<file path="src/rtl/imem_loader.sv">
// imem_loader: byte-stream programmer for the instruction-memory programming port.
// Parses a 4-byte header (start word address, word count), then packs
// little-endian 32-bit words and issues one single-cycle write per word.
// The CPU pipeline is held (cpu_hold) for the whole load, including the last write.
//
// state | meaning
// IDLE  | waiting for start; in_ready low, pipeline free
// HDR   | accepting addr[7:0], addr[15:8], count[7:0], count[15:8]
// DATA  | accepting word bytes, one write per 4 bytes
// DONE  | single-cycle completion; final write pulse coincides here
module imem_loader #(
  parameter int IMEM_ADDR_WIDTH = 9,
  parameter int CNT_WIDTH       = 16
) (
  input  logic                       clk,
  input  logic                       reset_n,
  input  logic                       start,
  input  logic                       abort,
  input  logic                       in_valid,
  input  logic [7:0]                 in_data,
  output logic                       in_ready,
  output logic                       imem_prog_we,
  output logic [IMEM_ADDR_WIDTH-1:0] imem_prog_addr,
  output logic [31:0]                imem_prog_wdata,
  output logic                       busy,
  output logic                       cpu_hold,
  output logic                       done,
  output logic [CNT_WIDTH-1:0]       words_written
);

  localparam logic [1:0] S_IDLE = 2'd0;
  localparam logic [1:0] S_HDR  = 2'd1;
  localparam logic [1:0] S_DATA = 2'd2;
  localparam logic [1:0] S_DONE = 2'd3;

  logic [1:0]                 r_state;
  logic [1:0]                 r_idx;
  logic [23:0]                r_asm;
  logic [IMEM_ADDR_WIDTH-1:0] r_waddr;
  logic [CNT_WIDTH-1:0]       r_remaining;
  logic                       r_we;
  logic [IMEM_ADDR_WIDTH-1:0] r_addr;
  logic [31:0]                r_wdata;
  logic                       r_busy;
  logic                       r_done;
  logic [CNT_WIDTH-1:0]       r_ww;

  logic [1:0]           w_state_nxt;
  logic                 w_in_ready;
  logic                 w_xfer;
  logic                 w_last_byte;
  logic [CNT_WIDTH-1:0] w_cnt_hdr;
  logic [31:0]          w_word;

  // in_ready is a pure state decode so it never depends on in_valid
  assign w_in_ready  = (r_state == S_HDR) || (r_state == S_DATA);
  assign w_xfer      = in_valid && w_in_ready;
  assign w_last_byte = w_xfer && (r_idx == 2'd3);
  // count bits above CNT_WIDTH are dropped by the cast
  assign w_cnt_hdr   = CNT_WIDTH'({in_data, r_asm[7:0]});
  assign w_word      = {in_data, r_asm};

  assign in_ready        = w_in_ready;
  assign imem_prog_we    = r_we;
  assign imem_prog_addr  = r_addr;
  assign imem_prog_wdata = r_wdata;
  assign busy            = r_busy;
  assign cpu_hold        = r_busy;
  assign done            = r_done;
  assign words_written   = r_ww;

  // next-state decode; abort outranks everything, including start in IDLE
  always_comb begin
    w_state_nxt = r_state;
    case (r_state)
      S_IDLE: if (start && !abort) w_state_nxt = S_HDR;
      S_HDR: begin
        if (abort)
          w_state_nxt = S_IDLE;
        else if (w_last_byte)
          w_state_nxt = (w_cnt_hdr == '0) ? S_DONE : S_DATA;
      end
      S_DATA: begin
        if (abort)
          w_state_nxt = S_IDLE;
        else if (w_last_byte && (r_remaining == CNT_WIDTH'(1)))
          w_state_nxt = S_DONE;
      end
      S_DONE:  w_state_nxt = S_IDLE;
      default: w_state_nxt = S_IDLE;
    endcase
  end

  // state register
  always_ff @(posedge clk or negedge reset_n) begin
    if (!reset_n) r_state <= S_IDLE;
    else          r_state <= w_state_nxt;
  end

  // header capture, word assembly and the registered write/status outputs
  always_ff @(posedge clk or negedge reset_n) begin
    if (!reset_n) begin
      r_idx       <= '0;
      r_asm       <= '0;
      r_waddr     <= '0;
      r_remaining <= '0;
      r_we        <= 1'b0;
      r_addr      <= '0;
      r_wdata     <= '0;
      r_busy      <= 1'b0;
      r_done      <= 1'b0;
      r_ww        <= '0;
    end else begin
      r_we   <= 1'b0;
      r_done <= (w_state_nxt == S_DONE);
      r_busy <= (w_state_nxt != S_IDLE);
      case (r_state)
        S_IDLE: begin
          r_idx <= '0;
          if (start && !abort) r_ww <= '0;
        end
        S_HDR: begin
          if (abort) begin
            r_idx <= '0;
          end else if (w_xfer) begin
            r_idx <= r_idx + 2'd1;
            case (r_idx)
              2'd0:    r_asm[7:0]  <= in_data;
              2'd1:    r_waddr     <= IMEM_ADDR_WIDTH'({in_data, r_asm[7:0]});
              2'd2:    r_asm[7:0]  <= in_data;
              default: r_remaining <= w_cnt_hdr;
            endcase
          end
        end
        S_DATA: begin
          if (abort) begin
            r_idx <= '0;
          end else if (w_xfer) begin
            r_idx <= r_idx + 2'd1;
            case (r_idx)
              2'd0: r_asm[7:0]   <= in_data;
              2'd1: r_asm[15:8]  <= in_data;
              2'd2: r_asm[23:16] <= in_data;
              default: begin
                r_we        <= 1'b1;
                r_wdata     <= w_word;
                r_addr      <= r_waddr;
                r_waddr     <= r_waddr + IMEM_ADDR_WIDTH'(1);
                r_remaining <= r_remaining - CNT_WIDTH'(1);
                r_ww        <= r_ww + CNT_WIDTH'(1);
              end
            endcase
          end
        end
        default: r_idx <= '0;
      endcase
    end
  end

endmodule

</file>
<file path="config.mk">
export PLATFORM = sky130hd
export DESIGN_NAME = imem_loader
export DESIGN_NICKNAME = d
export VERILOG_FILES = /design/src/rtl/imem_loader.sv
export SDC_FILE = /design/constraint.sdc
export NUM_CORES = 1
export LEC_CHECK = 0
export CAP_MARGIN = 20
export CORE_ASPECT_RATIO = 1.4
export CORE_MARGIN = 2
export CORE_UTILIZATION = 25
export CTS_BUF_LIST = sky130_fd_sc_hd__clkbuf_16
export DETAILED_ROUTE_END_ITERATION = 8
export PLACE_DENSITY = 0.42
export SLEW_MARGIN = 20
export SYNTH_ARGS = -nofsm -noshare
export SYNTH_HDL_FRONTEND = slang
export SYNTH_SLANG_ARGS = --single-unit
</file>
<file path="constraint.sdc">
create_clock -name clk -period 3.02 [get_ports clk]
set_clock_uncertainty 0.05 [all_clocks]
set_input_delay 0.604 -clock clk [delete_from_list [all_inputs] [get_ports clk]]
set_output_delay 0.604 -clock clk [all_outputs]
set_load 0.03 [all_outputs]
</file>
==> results.toml <==
[status]
status = "complete, no violations"

[final_layout]
fin_util_pct = 33.3
drive_gt1_share_pct = 12.6
fillers = 2191
fin_area_mm2 = 0.00703
nets = 679
areaGrowthSynthToFinish_pct = 31.2
antennaDiodeCount = 0

[power]
p_switching_mw = 1.89
p_int_mw = 3.45
p_per_area_mw_per_mm2 = 760
ir_worst_vdd_v = 0.000418
p_leak_nw = 3.16
p_comb_share_pct = 23.4
p_seq_share_pct = 40.7
pwr-share-clk_pct = 35.9
swShare_pct = 35.3

[cts]
cts_tree = "built"
cts.sinks = 113
cts_inserted_buffers = 17
clk_pin_slew_ps = 60
cts_root_buffer = "clkbuf_16"
clockBufferDepth = 2
ctsHtreeMaxLevel = 4
ctsHoldBuffers = 0
insertion_delay_ps = 420
cts_resized = 0
postCtsSetupBuffers = 0

[critical_path]
required_ps = 2370
arrival_ps = 2260
r2r_start = "r_state[1]"
startpoint = "r_state[1]"
reg2regPathDepth = 8
r2r_slack_ps = 550
r2r-end = "words_written[15]"
crit_path_start_kind = "flop"
worstSetupPathType = "reg -> out"
endpoint = "in_ready"
crit_fanout = 11
end_kind = "primary output"

[die]
start_util_pct = 25.4
die_y_um = 177
dieArea_mm2 = 0.0226
coreArea_mm2 = 0.0211
ios = 75
die_x_um = 128
placementRows = 63

[yosys]
synth_common_cells = "nand2_1 (151), dfrtp_1 (113), nor2_1 (35)"
synth-main-ff-cell = "dfrtp_1"
ys_seq_area_share_pct = 52.8
yosys.area.top_type = "dfrtp_1"
synth_cells = 574
syn_nets = 599
synth_edf_count = 0
synth_top_area_share_pct = 52.8
synth-seq-cells = 113
yosys.cell_types.count = 48
yosysMostFrequentCell = "nand2_1"
async_reset_ff_share_pct = 100
synth_area_leaders = "dfrtp_1 (53%), nand2_1 (11%), mux2_2 (5.0%), a21oi_1 (2.9%), ha_1 (2.8%)"
syn_avg_cell_area_um2 = 9.34
ys_warn_count = 0
syn_area_mm2 = 0.00536

[sta]
slew_viol_final = 0
rsz0062_at_grt = "no"
layout_setup_ws_ps = 106
min_period_ps = 2910
setup_tns_ps = 0
final_hold_viol_count = 0
setup_viol = 0
hold-worst-slack_ps = 193
max-slew-margin-rel_pct = 50.8
fin_crit_sh_pct = 96.5
fmax_mhz = 343
tightest_slew_ps = 739

[routing]
top_layer = "met4"
drc = 0
vias = 4508
drtAntennaViolNets = 0
vias_per_cell = 4.86
initialDrtViolationCount = 191
wire_per_inst_um = 16.4
m1WireLength_mm = 6.93
routed_wl_mm = 15.2
dr_wl_met2_mm = 7.48
dr.pass1.iters = 4
wl_met3_um = 614

[placed_design]
dpl.hpwl_mm = 10.3
place.port_buffers = 74
dpl_cell_area_mm2 = 0.00647
place_ws_ps = 298
place_congestion = 0.795

[min_path]
hold_path_class = "in -> async"

[grt]
antenna_found_initial = 0
grt_use_total_pct = 14.1
grt_pass1_vias = 4490
grt_start_max_net_pins = 63
grt_pass1_wl_mm = 24.5
overflow = 0

[job]
max_cap_violations = 0
-- worst max-delay path: stages, from the launching register on --
cell and delay [ps]:
dfrtp_1 430, inv_1 100, ha_1 540, clkdlybuf4s50_1 770
-- power by group through the flow --
| stage | logic [mW] | registers, mW | clock network (mW) |
|---|---|---|---|
| after detailed placement | 1.25 | 2.21 | 0 |
| after global placement | 1.22 | 2.20 | 0 |
| after CTS | 1.26 | 2.18 | 1.98 |
| after global routing | 1.40 | 2.22 | 2.05 |
| after floorplan | 0.865 | 2.09 | 0 |
| final | 1.25 | 2.17 | 1.92 |
-- state kept, by name, indices dropped and copies added, names as in the netlist --
signal,count
imem_prog_addr,9
words_written,16
done,1
r_waddr,9
busy,1
r_idx,2
imem_prog_we,1
r_state,2
imem_prog_wdata,32
r_asm,24
r_remaining,16
-- layout make-up --
cell class	count	area [um2]	share of cell area (%)
clock buffers	17	425	6.05
clock inverters	15	135	1.92
inverters	13	48.8	0.694
multi-input cells	417	2370	33.7
flip-flops and latches	113	2830	40.2
well taps	260	325	4.63
repair buffers	92	898	12.8
-- layer usage --
layer | vias to the layer above | global-route usage (%)
li1 | 2158 | -
met3 | 13 | 3.30
met5 | - | 0
met1 | 2238 | 18.0
met2 | 99 | 23.4
met4 | 0 | 4.72
-- placed cells by master, fill, tap and decap left out, types with 12 or more instances in the layout --
cell type        instances
clkbuf_16               17
clkdlybuf4s50_1         73
nand3_1                 17
buf_4                   17
nand4_1                 19
o22ai_1                 16
dfrtp_1                113
a21oi_1                 31
nand2_1                151
o21ai_0                 28
nor2_1                  35
inv_1                   12
mux2_2                  24
-- through the flow --
stage               instances  power, mW
floorplan                 574       2.96
global placement          895       3.43
detailed placement        895       3.46
CTS                       927       5.42
global route              927       5.67
finish                    927       5.34
-- kinds of logic (layout without fill, tap and decap cells) --
group / Yosys count / after routing / synth area share [%]
simple gates: 265 / 265 / 22.4
flops: 113 / 113 / 52.8
compound gates: 100 / 100 / 11.1
buf+inv: 44 / 137 / 3.15
mux: 27 / 27 / 5.60
xor+xnor: 13 / 13 / 2.12
fa+ha+maj: 12 / 12 / 2.80
-- worst min-delay path by stage --
stage,from,endpoint,slack [ps]
4_1_cts,reset_n,r_state[1],220
5_1_grt,reset_n,words_written[2],250
6_report,reset_n,words_written[14],190
3_5_place_dp,r_asm[12],imem_prog_wdata[12],410
3_3_place_gp,r_asm[15],imem_prog_wdata[15],400
2_1_floorplan,reset_n,busy,260
No activity file was read; power rests on OpenSTA's default activity.
